[src/rtl/dsp_pkg.sv]
// Shared definitions for the time-multiplexed stereo voice mixer.
//
// Contents:
//   state_t       - sample schedule states (IDLE, ACCUM, MASTER, OUTPUT)
//   MVOL_SHIFT    - arithmetic shift applied before and after the master/echo
//                   volume multiply
//   DEF_*         - default widths; DEF_SAMPLE_W is also the clamp width used
//                   by every mix channel (main and echo alike)
package dsp_pkg;

  typedef enum logic [1:0] {
    IDLE   = 2'd0,
    ACCUM  = 2'd1,
    MASTER = 2'd2,
    OUTPUT = 2'd3
  } state_t;

  localparam int MVOL_SHIFT = 7;

  localparam int DEF_N_VOICES          = 8;
  localparam int DEF_SAMPLE_W          = 16;
  localparam int DEF_VOL_W             = 8;
  localparam int DEF_ACC_W             = 32;
  localparam int DEF_CLOCKS_PER_SAMPLE = 64;

endpackage

[src/rtl/dsp_voice_mixer_if.sv]
// Bus between the voice decoders / register file and the mixer.
//
// Signals:
//   voice_sample          signed samples, voice v at [v*SAMPLE_W +: SAMPLE_W]
//   voice_vol_l/_r        signed per-voice volumes, voice v at [v*VOL_W +: VOL_W]
//   main_vol_l/_r         signed master volumes
//   echo_vol_l/_r         signed echo-send volumes
//   eon                   per-voice echo enable
//   mute                  silences the main (DAC) outputs only
//   dac_out_l/_r          mixed main output
//   echo_out_l/_r         echo send output
//   sample_strobe         one-cycle pulse when the outputs update
//   busy                  mixer is working through a sample
// Modports: master drives the inputs and reads results, slave is the mixer.
interface dsp_voice_mixer_if
  import dsp_pkg::*;
#(
  parameter int N_VOICES = DEF_N_VOICES,
  parameter int SAMPLE_W = DEF_SAMPLE_W,
  parameter int VOL_W    = DEF_VOL_W
);

  logic [N_VOICES*SAMPLE_W-1:0] voice_sample;
  logic [N_VOICES*VOL_W-1:0]    voice_vol_l;
  logic [N_VOICES*VOL_W-1:0]    voice_vol_r;
  logic signed [VOL_W-1:0]      main_vol_l;
  logic signed [VOL_W-1:0]      main_vol_r;
  logic signed [VOL_W-1:0]      echo_vol_l;
  logic signed [VOL_W-1:0]      echo_vol_r;
  logic [N_VOICES-1:0]          eon;
  logic                         mute;
  logic signed [SAMPLE_W-1:0]   dac_out_l;
  logic signed [SAMPLE_W-1:0]   dac_out_r;
  logic signed [SAMPLE_W-1:0]   echo_out_l;
  logic signed [SAMPLE_W-1:0]   echo_out_r;
  logic                         sample_strobe;
  logic                         busy;

  modport master (
    output voice_sample, voice_vol_l, voice_vol_r,
    output main_vol_l, main_vol_r, echo_vol_l, echo_vol_r,
    output eon, mute,
    input  dac_out_l, dac_out_r, echo_out_l, echo_out_r,
    input  sample_strobe, busy
  );

  modport slave (
    input  voice_sample, voice_vol_l, voice_vol_r,
    input  main_vol_l, main_vol_r, echo_vol_l, echo_vol_r,
    input  eon, mute,
    output dac_out_l, dac_out_r, echo_out_l, echo_out_r,
    output sample_strobe, busy
  );

endinterface

[src/rtl/dsp_mix_channel.sv]
// One mixer output channel: voice MAC accumulator, master/echo volume
// multiply and saturating clamp onto a registered output.
//
// Ports:
//   clock, reset   system clock, synchronous active-high reset
//   clear          zero the accumulator (start of a sample)
//   acc_en         accumulate the current voice product this cycle
//   enable         per-voice gate (eon for echo channels, tied high for main)
//   master_en      latch the master-volume scaled result
//   out_en         clamp and register the result onto out
//   force_zero     register zero instead of the clamped result (mute)
//   sample, vol    current voice sample and its volume
//   master_vol     master or echo volume for this channel
//   out            registered, clamped channel output
module dsp_mix_channel
  import dsp_pkg::*;
#(
  parameter int SAMPLE_W = DEF_SAMPLE_W,
  parameter int VOL_W    = DEF_VOL_W,
  parameter int ACC_W    = DEF_ACC_W
) (
  input  logic                       clock,
  input  logic                       reset,
  input  logic                       clear,
  input  logic                       acc_en,
  input  logic                       enable,
  input  logic                       master_en,
  input  logic                       out_en,
  input  logic                       force_zero,
  input  logic signed [SAMPLE_W-1:0] sample,
  input  logic signed [VOL_W-1:0]    vol,
  input  logic signed [VOL_W-1:0]    master_vol,
  output logic signed [SAMPLE_W-1:0] out
);

  localparam int PROD_W = SAMPLE_W + VOL_W;
  localparam int MAST_W = ACC_W + VOL_W;
  localparam logic signed [MAST_W-1:0] SAT_MAX =
    {{(MAST_W-SAMPLE_W+1){1'b0}}, {(SAMPLE_W-1){1'b1}}};
  localparam logic signed [MAST_W-1:0] SAT_MIN = ~SAT_MAX;

  logic signed [ACC_W-1:0]    acc_q, acc_d;
  logic signed [MAST_W-1:0]   mast_q, mast_d;
  logic signed [SAMPLE_W-1:0] out_q, out_d;
  logic signed [PROD_W-1:0]   voice_prod;
  logic signed [ACC_W-1:0]    acc_shift;
  logic signed [MAST_W-1:0]   mast_prod;
  logic signed [SAMPLE_W-1:0] clamped;

  always_comb begin
    // Operands are sign-extended to the product width so the multiply is
    // full precision; -128 volumes are handled like any other value.
    voice_prod = $signed({{VOL_W{sample[SAMPLE_W-1]}}, sample}) *
                 $signed({{SAMPLE_W{vol[VOL_W-1]}}, vol});
    acc_d = acc_q;
    if (clear) begin
      acc_d = '0;
    end else if (acc_en && enable) begin
      acc_d = acc_q + {{(ACC_W-PROD_W){voice_prod[PROD_W-1]}}, voice_prod};
    end

    acc_shift = acc_q >>> MVOL_SHIFT;
    mast_prod = $signed({{VOL_W{acc_shift[ACC_W-1]}}, acc_shift}) *
                $signed({{ACC_W{master_vol[VOL_W-1]}}, master_vol});
    mast_d = master_en ? (mast_prod >>> MVOL_SHIFT) : mast_q;

    if (mast_q > SAT_MAX) begin
      clamped = {1'b0, {(SAMPLE_W-1){1'b1}}};
    end else if (mast_q < SAT_MIN) begin
      clamped = {1'b1, {(SAMPLE_W-1){1'b0}}};
    end else begin
      clamped = mast_q[SAMPLE_W-1:0];
    end

    out_d = out_q;
    if (out_en) begin
      out_d = force_zero ? '0 : clamped;
    end
  end

  always_ff @(posedge clock) begin
    if (reset) begin
      acc_q  <= '0;
      mast_q <= '0;
      out_q  <= '0;
    end else begin
      acc_q  <= acc_d;
      mast_q <= mast_d;
      out_q  <= out_d;
    end
  end

  assign out = out_q;

endmodule

[src/rtl/dsp_voice_mixer.sv]
// Time-multiplexed stereo voice mixer. Once per sample period it snapshots
// all voice samples and volumes, accumulates one voice per clock into the
// main L/R and gated echo L/R channels, applies master/echo volume, clamps
// and presents the four results together with a one-cycle sample_strobe.
//
// Ports:
//   clock  system clock
//   reset  synchronous active-high reset; abandons a sample in progress
//   bus    dsp_voice_mixer_if slave modport (voice inputs, volumes, eon,
//          mute, the four outputs, sample_strobe, busy)
module dsp_voice_mixer
  import dsp_pkg::*;
#(
  parameter int N_VOICES          = DEF_N_VOICES,
  parameter int SAMPLE_W          = DEF_SAMPLE_W,
  parameter int VOL_W             = DEF_VOL_W,
  parameter int ACC_W             = DEF_ACC_W,
  parameter int CLOCKS_PER_SAMPLE = DEF_CLOCKS_PER_SAMPLE
) (
  input logic              clock,
  input logic              reset,
  dsp_voice_mixer_if.slave bus
);

  localparam int PW = (CLOCKS_PER_SAMPLE > 1) ? $clog2(CLOCKS_PER_SAMPLE) : 1;
  localparam int VW = (N_VOICES > 1) ? $clog2(N_VOICES) : 1;

  state_t                       state_q, state_d;
  logic [PW-1:0]                phase_q, phase_d;
  logic [VW-1:0]                v_q, v_d;
  logic                         strobe_q, strobe_d;
  logic                         snap_en, acc_en, master_en, out_en;

  logic [N_VOICES*SAMPLE_W-1:0] snap_sample_q, snap_sample_d;
  logic [N_VOICES*VOL_W-1:0]    snap_vol_l_q, snap_vol_l_d;
  logic [N_VOICES*VOL_W-1:0]    snap_vol_r_q, snap_vol_r_d;
  logic [VOL_W-1:0]             snap_main_l_q, snap_main_l_d;
  logic [VOL_W-1:0]             snap_main_r_q, snap_main_r_d;
  logic [VOL_W-1:0]             snap_echo_l_q, snap_echo_l_d;
  logic [VOL_W-1:0]             snap_echo_r_q, snap_echo_r_d;
  logic [N_VOICES-1:0]          snap_eon_q, snap_eon_d;
  logic                         snap_mute_q, snap_mute_d;

  logic [SAMPLE_W-1:0]          cur_sample;
  logic [VOL_W-1:0]             cur_vol_l, cur_vol_r;
  logic                         cur_eon;
  logic [SAMPLE_W-1:0]          dac_l, dac_r, echo_l, echo_r;

  // Schedule: free-running phase counter; the FSM leaves IDLE only at
  // phase 0 so the output period is locked to CLOCKS_PER_SAMPLE.
  always_comb begin
    state_d   = state_q;
    v_d       = v_q;
    snap_en   = 1'b0;
    acc_en    = 1'b0;
    master_en = 1'b0;
    out_en    = 1'b0;
    phase_d   = (phase_q == PW'(CLOCKS_PER_SAMPLE - 1)) ? '0 : phase_q + 1'b1;
    unique case (state_q)
      IDLE: begin
        if (phase_q == '0) begin
          snap_en = 1'b1;
          v_d     = '0;
          state_d = ACCUM;
        end
      end
      ACCUM: begin
        acc_en = 1'b1;
        if (v_q == VW'(N_VOICES - 1)) begin
          state_d = MASTER;
        end else begin
          v_d = v_q + 1'b1;
        end
      end
      MASTER: begin
        master_en = 1'b1;
        state_d   = OUTPUT;
      end
      OUTPUT: begin
        out_en  = 1'b1;
        state_d = IDLE;
      end
      default: state_d = IDLE;
    endcase
    // Registered so the strobe rises on the same edge as the outputs.
    strobe_d = out_en;
  end

  // Input snapshot: later input changes cannot disturb a sample in flight.
  always_comb begin
    snap_sample_d = snap_sample_q;
    snap_vol_l_d  = snap_vol_l_q;
    snap_vol_r_d  = snap_vol_r_q;
    snap_main_l_d = snap_main_l_q;
    snap_main_r_d = snap_main_r_q;
    snap_echo_l_d = snap_echo_l_q;
    snap_echo_r_d = snap_echo_r_q;
    snap_eon_d    = snap_eon_q;
    snap_mute_d   = snap_mute_q;
    if (snap_en) begin
      snap_sample_d = bus.voice_sample;
      snap_vol_l_d  = bus.voice_vol_l;
      snap_vol_r_d  = bus.voice_vol_r;
      snap_main_l_d = bus.main_vol_l;
      snap_main_r_d = bus.main_vol_r;
      snap_echo_l_d = bus.echo_vol_l;
      snap_echo_r_d = bus.echo_vol_r;
      snap_eon_d    = bus.eon;
      snap_mute_d   = bus.mute;
    end
  end

  always_ff @(posedge clock) begin
    if (reset) begin
      state_q       <= IDLE;
      phase_q       <= '0;
      v_q           <= '0;
      strobe_q      <= 1'b0;
      snap_sample_q <= '0;
      snap_vol_l_q  <= '0;
      snap_vol_r_q  <= '0;
      snap_main_l_q <= '0;
      snap_main_r_q <= '0;
      snap_echo_l_q <= '0;
      snap_echo_r_q <= '0;
      snap_eon_q    <= '0;
      snap_mute_q   <= 1'b0;
    end else begin
      state_q       <= state_d;
      phase_q       <= phase_d;
      v_q           <= v_d;
      strobe_q      <= strobe_d;
      snap_sample_q <= snap_sample_d;
      snap_vol_l_q  <= snap_vol_l_d;
      snap_vol_r_q  <= snap_vol_r_d;
      snap_main_l_q <= snap_main_l_d;
      snap_main_r_q <= snap_main_r_d;
      snap_echo_l_q <= snap_echo_l_d;
      snap_echo_r_q <= snap_echo_r_d;
      snap_eon_q    <= snap_eon_d;
      snap_mute_q   <= snap_mute_d;
    end
  end

  assign cur_sample = snap_sample_q[v_q*SAMPLE_W +: SAMPLE_W];
  assign cur_vol_l  = snap_vol_l_q[v_q*VOL_W +: VOL_W];
  assign cur_vol_r  = snap_vol_r_q[v_q*VOL_W +: VOL_W];
  assign cur_eon    = snap_eon_q[v_q];

  dsp_mix_channel #(.SAMPLE_W(SAMPLE_W), .VOL_W(VOL_W), .ACC_W(ACC_W)) u_main_l (
    .clock(clock), .reset(reset), .clear(snap_en), .acc_en(acc_en),
    .enable(1'b1), .master_en(master_en), .out_en(out_en),
    .force_zero(snap_mute_q), .sample(cur_sample), .vol(cur_vol_l),
    .master_vol(snap_main_l_q), .out(dac_l)
  );

  dsp_mix_channel #(.SAMPLE_W(SAMPLE_W), .VOL_W(VOL_W), .ACC_W(ACC_W)) u_main_r (
    .clock(clock), .reset(reset), .clear(snap_en), .acc_en(acc_en),
    .enable(1'b1), .master_en(master_en), .out_en(out_en),
    .force_zero(snap_mute_q), .sample(cur_sample), .vol(cur_vol_r),
    .master_vol(snap_main_r_q), .out(dac_r)
  );

  // Echo send ignores mute; only the per-voice eon gate applies.
  dsp_mix_channel #(.SAMPLE_W(SAMPLE_W), .VOL_W(VOL_W), .ACC_W(ACC_W)) u_echo_l (
    .clock(clock), .reset(reset), .clear(snap_en), .acc_en(acc_en),
    .enable(cur_eon), .master_en(master_en), .out_en(out_en),
    .force_zero(1'b0), .sample(cur_sample), .vol(cur_vol_l),
    .master_vol(snap_echo_l_q), .out(echo_l)
  );

  dsp_mix_channel #(.SAMPLE_W(SAMPLE_W), .VOL_W(VOL_W), .ACC_W(ACC_W)) u_echo_r (
    .clock(clock), .reset(reset), .clear(snap_en), .acc_en(acc_en),
    .enable(cur_eon), .master_en(master_en), .out_en(out_en),
    .force_zero(1'b0), .sample(cur_sample), .vol(cur_vol_r),
    .master_vol(snap_echo_r_q), .out(echo_r)
  );

  assign bus.dac_out_l     = dac_l;
  assign bus.dac_out_r     = dac_r;
  assign bus.echo_out_l    = echo_l;
  assign bus.echo_out_r    = echo_r;
  assign bus.sample_strobe = strobe_q;
  assign bus.busy          = (state_q != IDLE);

endmodule

[src/flat_wrapper.sv]
// flat-port wrapper written by rule: the top's interface ports become plain ports
module dsp_voice_mixer_flat import dsp_pkg::*;
#(
  parameter int N_VOICES          = DEF_N_VOICES,
  parameter int SAMPLE_W          = DEF_SAMPLE_W,
  parameter int VOL_W             = DEF_VOL_W,
  parameter int ACC_W             = DEF_ACC_W,
  parameter int CLOCKS_PER_SAMPLE = DEF_CLOCKS_PER_SAMPLE
)
  (clock, reset, bus_voice_sample, bus_voice_vol_l, bus_voice_vol_r, bus_main_vol_l, bus_main_vol_r, bus_echo_vol_l, bus_echo_vol_r, bus_eon, bus_mute, bus_dac_out_l, bus_dac_out_r, bus_echo_out_l, bus_echo_out_r, bus_sample_strobe, bus_busy);
  dsp_voice_mixer_if #(.N_VOICES(N_VOICES), .SAMPLE_W(SAMPLE_W), .VOL_W(VOL_W)) bus_i ();
  input logic clock;
  input logic reset;
  input wire logic [$bits(bus_i.voice_sample)-1:0] bus_voice_sample;
  input wire logic [$bits(bus_i.voice_vol_l)-1:0] bus_voice_vol_l;
  input wire logic [$bits(bus_i.voice_vol_r)-1:0] bus_voice_vol_r;
  input wire logic [$bits(bus_i.main_vol_l)-1:0] bus_main_vol_l;
  input wire logic [$bits(bus_i.main_vol_r)-1:0] bus_main_vol_r;
  input wire logic [$bits(bus_i.echo_vol_l)-1:0] bus_echo_vol_l;
  input wire logic [$bits(bus_i.echo_vol_r)-1:0] bus_echo_vol_r;
  input wire logic [$bits(bus_i.eon)-1:0] bus_eon;
  input wire logic [$bits(bus_i.mute)-1:0] bus_mute;
  output wire logic [$bits(bus_i.dac_out_l)-1:0] bus_dac_out_l;
  output wire logic [$bits(bus_i.dac_out_r)-1:0] bus_dac_out_r;
  output wire logic [$bits(bus_i.echo_out_l)-1:0] bus_echo_out_l;
  output wire logic [$bits(bus_i.echo_out_r)-1:0] bus_echo_out_r;
  output wire logic [$bits(bus_i.sample_strobe)-1:0] bus_sample_strobe;
  output wire logic [$bits(bus_i.busy)-1:0] bus_busy;
  assign bus_i.voice_sample = bus_voice_sample;
  assign bus_i.voice_vol_l = bus_voice_vol_l;
  assign bus_i.voice_vol_r = bus_voice_vol_r;
  assign bus_i.main_vol_l = bus_main_vol_l;
  assign bus_i.main_vol_r = bus_main_vol_r;
  assign bus_i.echo_vol_l = bus_echo_vol_l;
  assign bus_i.echo_vol_r = bus_echo_vol_r;
  assign bus_i.eon = bus_eon;
  assign bus_i.mute = bus_mute;
  assign bus_dac_out_l = bus_i.dac_out_l;
  assign bus_dac_out_r = bus_i.dac_out_r;
  assign bus_echo_out_l = bus_i.echo_out_l;
  assign bus_echo_out_r = bus_i.echo_out_r;
  assign bus_sample_strobe = bus_i.sample_strobe;
  assign bus_busy = bus_i.busy;
  dsp_voice_mixer #(.N_VOICES(N_VOICES), .SAMPLE_W(SAMPLE_W), .VOL_W(VOL_W), .ACC_W(ACC_W), .CLOCKS_PER_SAMPLE(CLOCKS_PER_SAMPLE)) u_core (.clock(clock), .reset(reset), .bus(bus_i));
endmodule
[config.mk]
export PLATFORM = sky130hd
export DESIGN_NAME = dsp_voice_mixer_flat
export DESIGN_NICKNAME = d
export VERILOG_FILES = /design/src/rtl/dsp_pkg.sv /design/src/rtl/dsp_voice_mixer_if.sv /design/src/rtl/dsp_mix_channel.sv /design/src/rtl/dsp_voice_mixer.sv /design/src/flat_wrapper.sv
export SDC_FILE = /design/constraint.sdc
export NUM_CORES = 2
export LEC_CHECK = 0
export ABC_AREA = 0
export BUFFER_PORTS_ARGS = -buffer_cell sky130_fd_sc_hd__buf_2
export CAP_MARGIN = 25
export CORE_MARGIN = 2
export CORE_UTILIZATION = 35
export DETAILED_ROUTE_END_ITERATION = 10
export PLACE_DENSITY = 0.55
export SKIP_CTS_REPAIR_TIMING = 1
export SKIP_LAST_GASP = 1
export SYNTH_ARGS = -nofsm -noshare
export SYNTH_HDL_FRONTEND = slang
export SYNTH_SLANG_ARGS = --single-unit
[constraint.sdc]
create_clock -name clock -period 9.3 [get_ports clock]
set_input_delay 0.93 -clock clock [delete_from_list [all_inputs] [get_ports clock]]
set_output_delay 0.93 -clock clock [all_outputs]
set_load 0.01 [all_outputs]
* After elaboration in Yosys (flattened, before gate mapping)
Cells that the tools add are included.
** Storage, ports and cells
- Flip-flop bits (word level) :: 605
- Bits in latches :: 0
- RAM bits :: 0
- Memory bits (read-only) :: 0
- Input bits :: 299
- Output and inout port bits :: 66
- Logic and storage cells :: 89
- Memories kept :: 0
** Operators by class
- $add $sub $neg :: 6
- Multipliers :: 6
- Div/mod/pow operators :: 0
- $lt $le $gt $ge :: 9
- Eq/ne operators :: 8
- Shift operators :: 3
- Muxes and demuxes :: 23
- Bitwise logic cells :: 0
- Reductions and logical operators :: 9
** Operators with widths (count)
- 16-bit 2-to-1 mux :: 10
- 25-bit by 8-bit multiplier with 33-bit output :: 4
- 32-bit adder :: 4
- 128-bit by 8-bit indexed part select with 16-bit output :: 1
- 64-bit by 7-bit indexed part select with 8-bit output :: 2
- 26-bit by 16-bit greater-than comparator with 1-bit output, second input constant :: 4
- 26-bit by 16-bit < comparator with 1-bit output, second input constant :: 4
- 16-bit by 8-bit multiplier with 24-bit output :: 2
- 2-bit case mux with 4 select lines :: 1
- 6-bit by 1-bit adder with 6-bit output, second input constant :: 1
- 6-bit equality test, second input constant :: 1
- 6-bit logical NOT :: 1
- 1-bit 2-to-1 mux :: 6
- 3-bit 2-to-1 mux :: 2
- 3-bit case mux with 2 select lines :: 1
- 2-bit equality test, second input constant :: 2
- 3-bit by 4-bit < comparator with 1-bit output, second input constant :: 1
- 2-bit 2-to-1 mux :: 2
- 2-bit by 1-bit != test with 1-bit output, second input constant :: 2
- 2-bit nonzero test :: 2
- 2-bit OR reduction :: 2
- 3-bit by 1-bit adder with 3-bit output, second input constant :: 1
- 1-bit binary-select mux with 3-bit select :: 1
- 3-bit equality test, second input constant :: 1
- 6 further kinds :: 6

* Depth between registers and ports, before layout
- Depth after elaboration :: 4
- Depth in mapped cells :: 39
- Mapped depth without buffers :: 35

* By module
Synthesis repeated with hierarchy kept, for this count alone.
** Second synthesis, totals
- Cells, all modules :: 8544
- Area, all modules :: 73878.4 um^2
** Modules (own cells, without submodules)
- dsp_mix_channel (u_core.u_main_r) :: instances 1, cells each 1791, area each 15442.3 um^2, seq. area each 1481.4 um^2
- dsp_mix_channel (u_core.u_echo_l) :: instances 1, cells each 1778, area each 15356.0 um^2, seq. area each 1481.4 um^2
- dsp_mix_channel (u_core.u_main_l) :: instances 1, cells each 1760, area each 15188.3 um^2, seq. area each 1481.4 um^2
- dsp_mix_channel (u_core.u_echo_r) :: instances 1, cells each 1742, area each 15102.0 um^2, seq. area each 1481.4 um^2
- dsp_voice_mixer :: instances 1, cells each 1473, area each 12789.8 um^2, seq. area each 6185.9 um^2

* Worst setup path after synthesis
OpenSTA, ideal clock, no wires.
- Kind :: register to register
- Start :: register u_core.v_q[0]
- End :: register u_core.u_echo_l.acc_q[29]
- Setup time :: 0.122 ns
- Data arrival time :: 8.747 ns
- Required time :: 9.178 ns
- Path slack :: 0.431 ns
- Cell stages (with the launch flop) :: 35
- Buffers on the path :: 4
- Clock period less this slack :: 8.869 ns
- Cells stage by stage :: dfxtp_1 clkbuf_1 buf_2 buf_1 mux4_2 mux2i_1 clkbuf_1 nor2_1 fa_1 fa_1 fa_1 inv_1 fa_1 inv_1 ha_1 a21boi_0 o21ai_0 a21boi_1 o21bai_1 a21boi_1 o31ai_1 a21oi_1 mux2_2 o2111ai_1 ha_1 a211oi_1 nand3_1 or2_0 o31a_1 a211o_1 a21oi_1 o21ai_1 a31oi_1 xor2_1 o21ai_1
** Between the ends
- Cells in the longest elaborated chain, start to end :: 3
- Elaborated cells on any way between the ends :: 7
- Classes of those cells :: 1 x add/sub; 1 x mul; 2 x shift; 2 x mux; 1 x reduce/logical
** Ends and longest elaborated chain
- from (decl) :: RTL line dsp_voice_mixer.sv:30 : logic [VW-1:0] v_q, v_d;
- from (signal assigned) :: RTL line dsp_voice_mixer.sv:131 : v_q <= v_d;
- 128-bit by 8-bit indexed part select with 16-bit output, or another cell as far along :: RTL line dsp_voice_mixer.sv:145 : assign cur_sample = snap_sample_q[v_q*SAMPLE_W +: SAMPLE_W];
- 16-bit by 8-bit multiplier with 24-bit output / 1-bit 2-to-1 mux (equally long branches) :: RTL line dsp_mix_channel.sv:53, dsp_voice_mixer.sv:148
- 32-bit adder / 1-bit logical AND (equally long branches) :: RTL line dsp_mix_channel.sv:59, dsp_mix_channel.sv:58
- to (signal assigned) :: RTL line dsp_mix_channel.sv:83 : acc_q <= '0;
- to (signal assigned) :: RTL line dsp_mix_channel.sv:87 : acc_q <= acc_d;
- to (decl) :: RTL line dsp_mix_channel.sv:42 : logic signed [ACC_W-1:0] acc_q, acc_d;
Several ways; a longest one is shown, not always the timed one. The select of a mux whose other input is x is not followed.
A chain may end at the register's enable or synchronous reset.

* Worst setup path in the final report
- Start :: register u_core.v_q[0]
- End :: register u_core.u_main_l.acc_q[30]
** Between the ends
- Cells in the longest elaborated chain, start to end :: 3
- Elaborated cells on any way between the ends :: 4
- Classes of those cells :: 1 x add/sub; 1 x mul; 2 x shift
** Ends and longest elaborated chain
- 128-bit by 8-bit indexed part select with 16-bit output / 64-bit by 7-bit indexed part select with 8-bit output (equally long branches) :: RTL line dsp_voice_mixer.sv:145, dsp_voice_mixer.sv:146
- 16-bit by 8-bit multiplier with 24-bit output (*) :: RTL line dsp_mix_channel.sv:53 : voice_prod = $signed({{VOL_W{sample[SAMPLE_W-1]}}, sample}) *
- 32-bit adder (*) :: RTL line dsp_mix_channel.sv:59 : acc_d = acc_q + {{(ACC_W-PROD_W){voice_prod[PROD_W-1]}}, voice_prod};
- to (signal assigned) :: RTL line dsp_mix_channel.sv:83
- to (signal assigned) :: RTL line dsp_mix_channel.sv:87
- to (decl) :: RTL line dsp_mix_channel.sv:42
Mark *: on every way between the ends. The rest lies on a longest branch, timed or not.

==> impl_metrics.tcl <==
set metrics [dict create \
    critical_path.top_delay_family "adder cells" \
    clock_latency_ps 740 \
    power_leakage_nw 31.3 \
    syn_area_um2 63500 \
    critPathLaunchType "flip-flop" \
    core_area_um2 181000 \
    fmax_mhz 115 \
    critPathMaxFanout 17 \
    drt_first_pass_iters 5 \
    crit_type "reg2reg" \
    max_slew_margin_pct 11.6 \
    end_kind "flip-flop" \
    grt_first_pass_wirelength_um 285000 \
    fin_ws_ps 575 \
    yosys-top-cells-area "fa_1 (26%), dfxtp_1 (19%), ha_1 (9.3%), nand2_1 (6.6%), inv_1 (6.3%)" \
    min_path_type "reg2reg" \
    period_share_pct 93.8 \
    drc 0 \
    clock-sinks 605 \
    synth_edf_count 0 \
    combinationalPowerShare_pct 49.7 \
    status "finished, final reports clean" \
    core.rowCount 156 \
    ios 365 \
    numPortBuffers 364 \
    cts_buffers 77 \
    grt_max_degree 229 \
    path_clk_slew_ps 60 \
    dp_slack_ps 220 \
    dp_hpwl_um 139000 \
    crit_required_ps 9890 \
    overflow 0 \
    fin_util_pct 39.2 \
    first_global_vias 51400 \
    viasPerCell 4.93 \
    synth-seq-cells 605 \
    multi_input_area_um2 46300 \
    p_int_mw 7.29 \
    power_frac_clock_pct 24.0 \
    fp.dieW_um 430 \
    path_buf_inv 4 \
    drive_gt1_share_pct 9.70 \
    critPathSlowestCell "nor3_1" \
    root_buffer "clkbuf_16" \
    drt_iter0_drc 2791 \
    synth-async-reset-ratio_pct 0 \
    fillers 18300 \
    pwr-share-seq_pct 26.3 \
    arrival_ps 9320 \
    dieArea_um2 185000 \
    net-switching-power_mw 5.88 \
    slowest_delay_ps 840 \
    rsz0062_at_grt "no" \
    yosys_warnings 0 \
    drv_cap 0 \
    hold_viol_final 0 \
    ir_drop_v 0.000231 \
    switching_share_pct 44.7 \
    initial_core_util_pct 35.1 \
    antenna_found_initial 6 \
    ys.flop_type "dfxtp_1" \
    area_growth_pct 11.6 \
    synth_top_area_share_pct 26.2 \
    slew_viol_final 0 \
    drtAntennaViolNets 0 \
    post-route-min-period_ps 8720 \
    fin_setup_tns_ps 0 \
    avgSynthCellArea_um2 8.56 \
    yosys.area.top_type "fa_1" \
    synth_seq_area_share_pct 19.1 \
    crit_path_frequent_cell "fa_1" \
    total_power_mw 13.2 \
    powerDensity_nw_per_um2 186 \
    fin_worst_skew_ps 67.2 \
    synthDistinctLibCells 87 \
    fin_nets 9240 \
    regArea_um2 12100 \
    fp.dieH_um 430 \
    worstMarginPinSlew_ps 1330 \
    synth_fp_nets 9015 \
    vias 49700 \
    track_usage_pct 19.2 \
    h-tree-depth 3 \
    globalplace.congestion 0.890 \
    setup_viol 0 \
    wl_um 177000 \
    cts_buffer_depth 3 \
    synth_cells 7412 \
    avgRoutedWirePerCell_um 17.6 \
    tritoncts "built" \
]
placed cells by master, fill, tap and decap left out, drive strengths merged, types with 30 or more instances in the layout:
| master | synthesis | layout |
|---|---|---|
| mux2i | 138 | 138 |
| o21bai | 35 | 35 |
| xor2 | 87 | 87 |
| nand2 | 1108 | 1108 |
| a21oi | 621 | 621 |
| nor2 | 494 | 494 |
| clkbuf | 288 | 111 |
| buf | 34 | 466 |
| or2 | 35 | 35 |
| nand4 | 30 | 30 |
| xnor2 | 178 | 178 |
| nand2b | 127 | 127 |
| fa | 830 | 830 |
| mux4 | 66 | 66 |
| inv | 1060 | 1062 |
| a21o | 109 | 109 |
| a211oi | 30 | 30 |
| and2 | 476 | 476 |
| dfxtp | 605 | 605 |
| o21ai | 191 | 191 |
| ha | 474 | 474 |
| nand3 | 62 | 62 |
| nor2b | 58 | 58 |
| nor3 | 32 | 32 |
logic make-up (layout without fill, tap and decap cells):
| kind of cell | Yosys count | after routing | synth area share, % |
|---|---|---|---|
| simple gates | 2503 | 2503 | 18.2 |
| fa+ha+maj | 1304 | 1304 | 35.5 |
| xor+xnor | 265 | 265 | 3.67 |
| buf+inv | 1382 | 1669 | 8.18 |
| other cells | 0 | 2 | 0 |
| compound gates | 1147 | 1147 | 10.7 |
| flops | 605 | 605 | 19.1 |
| mux | 206 | 206 | 4.55 |
path summary, 6_finish.rpt:
check	from	endpoint	slack (ps)	cells after the start
worst max-delay path	u_core.v_q[0]	u_core.u_main_l.acc_q[30]	580	28
worst max register to register	u_core.v_q[0]	u_core.u_main_l.acc_q[30]	580	28
worst min register to register	u_core.u_echo_l.mast_q[14]	u_core.u_echo_l.mast_q[14]	440	2
worst min-delay path	u_core.u_echo_l.mast_q[14]	u_core.u_echo_l.mast_q[14]	440	2
worst reg2reg max path, delay by kind of cell (launching register included):
kind,cells,cell delay [ps]
xor+xnor,1,180
mux,3,1190
compound gates,10,2310
flops,1,440
buf+inv,4,500
simple gates,4,1220
fa+ha+maj,6,2780
state kept, by name, summed over array words and instances (netlist names), 3 cells and up:
signal,flops
u_core.snap_main_l_q,8
u_core.u_main_r.mast_q,26
u_core.u_echo_r.mast_q,26
u_core.snap_echo_l_q,8
u_core.u_main_l.acc_q,32
u_core.u_main_r.out,16
u_core.snap_sample_q,128
u_core.u_main_l.out,16
u_core.u_echo_l.acc_q,32
u_core.u_echo_r.out,16
u_core.u_echo_l.out,16
u_core.snap_main_r_q,8
u_core.snap_vol_l_q,64
u_core.v_q,3
u_core.u_echo_l.mast_q,26
u_core.u_main_l.mast_q,26
u_core.phase_q,6
u_core.snap_vol_r_q,64
u_core.snap_eon_q,8
u_core.snap_echo_r_q,8
u_core.u_echo_r.acc_q,32
u_core.u_main_r.acc_q,32
cell type report:
cell class | count | share of cell area (%)
Multi-Input combinational cell | 5425 | 65.3
Sequential cell | 605 | 17.1
Inverter | 1060 | 5.62
Tap cell | 2370 | 4.19
Timing Repair Buffer | 468 | 3.99
Clock buffer | 109 | 3.10
Clock inverter | 32 | 0.699
Antenna cell | 2 | 0.00706
cells in the mapped netlist, types with 27 or more instances:
| cell | count |
|---|---|
| nand3_1 | 62 |
| and2_1 | 476 |
| buf_1 | 29 |
| ha_1 | 474 |
| fa_1 | 830 |
| o21bai_1 | 35 |
| mux4_2 | 66 |
| clkbuf_1 | 288 |
| nor2b_1 | 58 |
| xnor2_1 | 177 |
| dfxtp_1 | 605 |
| o21a_1 | 27 |
| mux2i_1 | 138 |
| nand4_1 | 30 |
| nand2_1 | 1108 |
| a211oi_1 | 29 |
| nor2_1 | 494 |
| a21oi_1 | 616 |
| inv_1 | 1060 |
| a21o_1 | 109 |
| nor3_1 | 32 |
| nand2b_1 | 127 |
| o21ai_0 | 164 |
| or2_2 | 34 |
| xor2_1 | 87 |
layer usage:
metal | vias to the layer above | track usage, % | wire (µm)
li1 | 24000 | - | -
met1 | 24500 | 27.0 | 84300
met2 | 1078 | 31.5 | 81400
met3 | 179 | 2.35 | 7800
met4 | 2 | 4.56 | 3700
met5 | - | 0 | 7
per-stage QoR:
stage | area [µm²] | cells | hold WS (ps)
after floorplan | 63500 | 7412 | 420
after global placement | 67900 | 9914 | 433
after detailed placement | 68000 | 9917 | 437
after CTS | 70700 | 10100 | 377
after global routing | 70800 | 10100 | 419
final | 70800 | 10100 | 444
power groups by stage:
stage / clock [mW] / sequential [mW] / combinational, mW
final: 3.16 / 3.46 / 6.54
after global routing: 3.35 / 3.51 / 7.29
after CTS: 3.26 / 3.50 / 6.51
after detailed placement: 0 / 3.55 / 6.48
after global placement: 0 / 3.55 / 6.37
after floorplan: 0 / 3.22 / 4.69
Power figures use the tool's default switching activity.
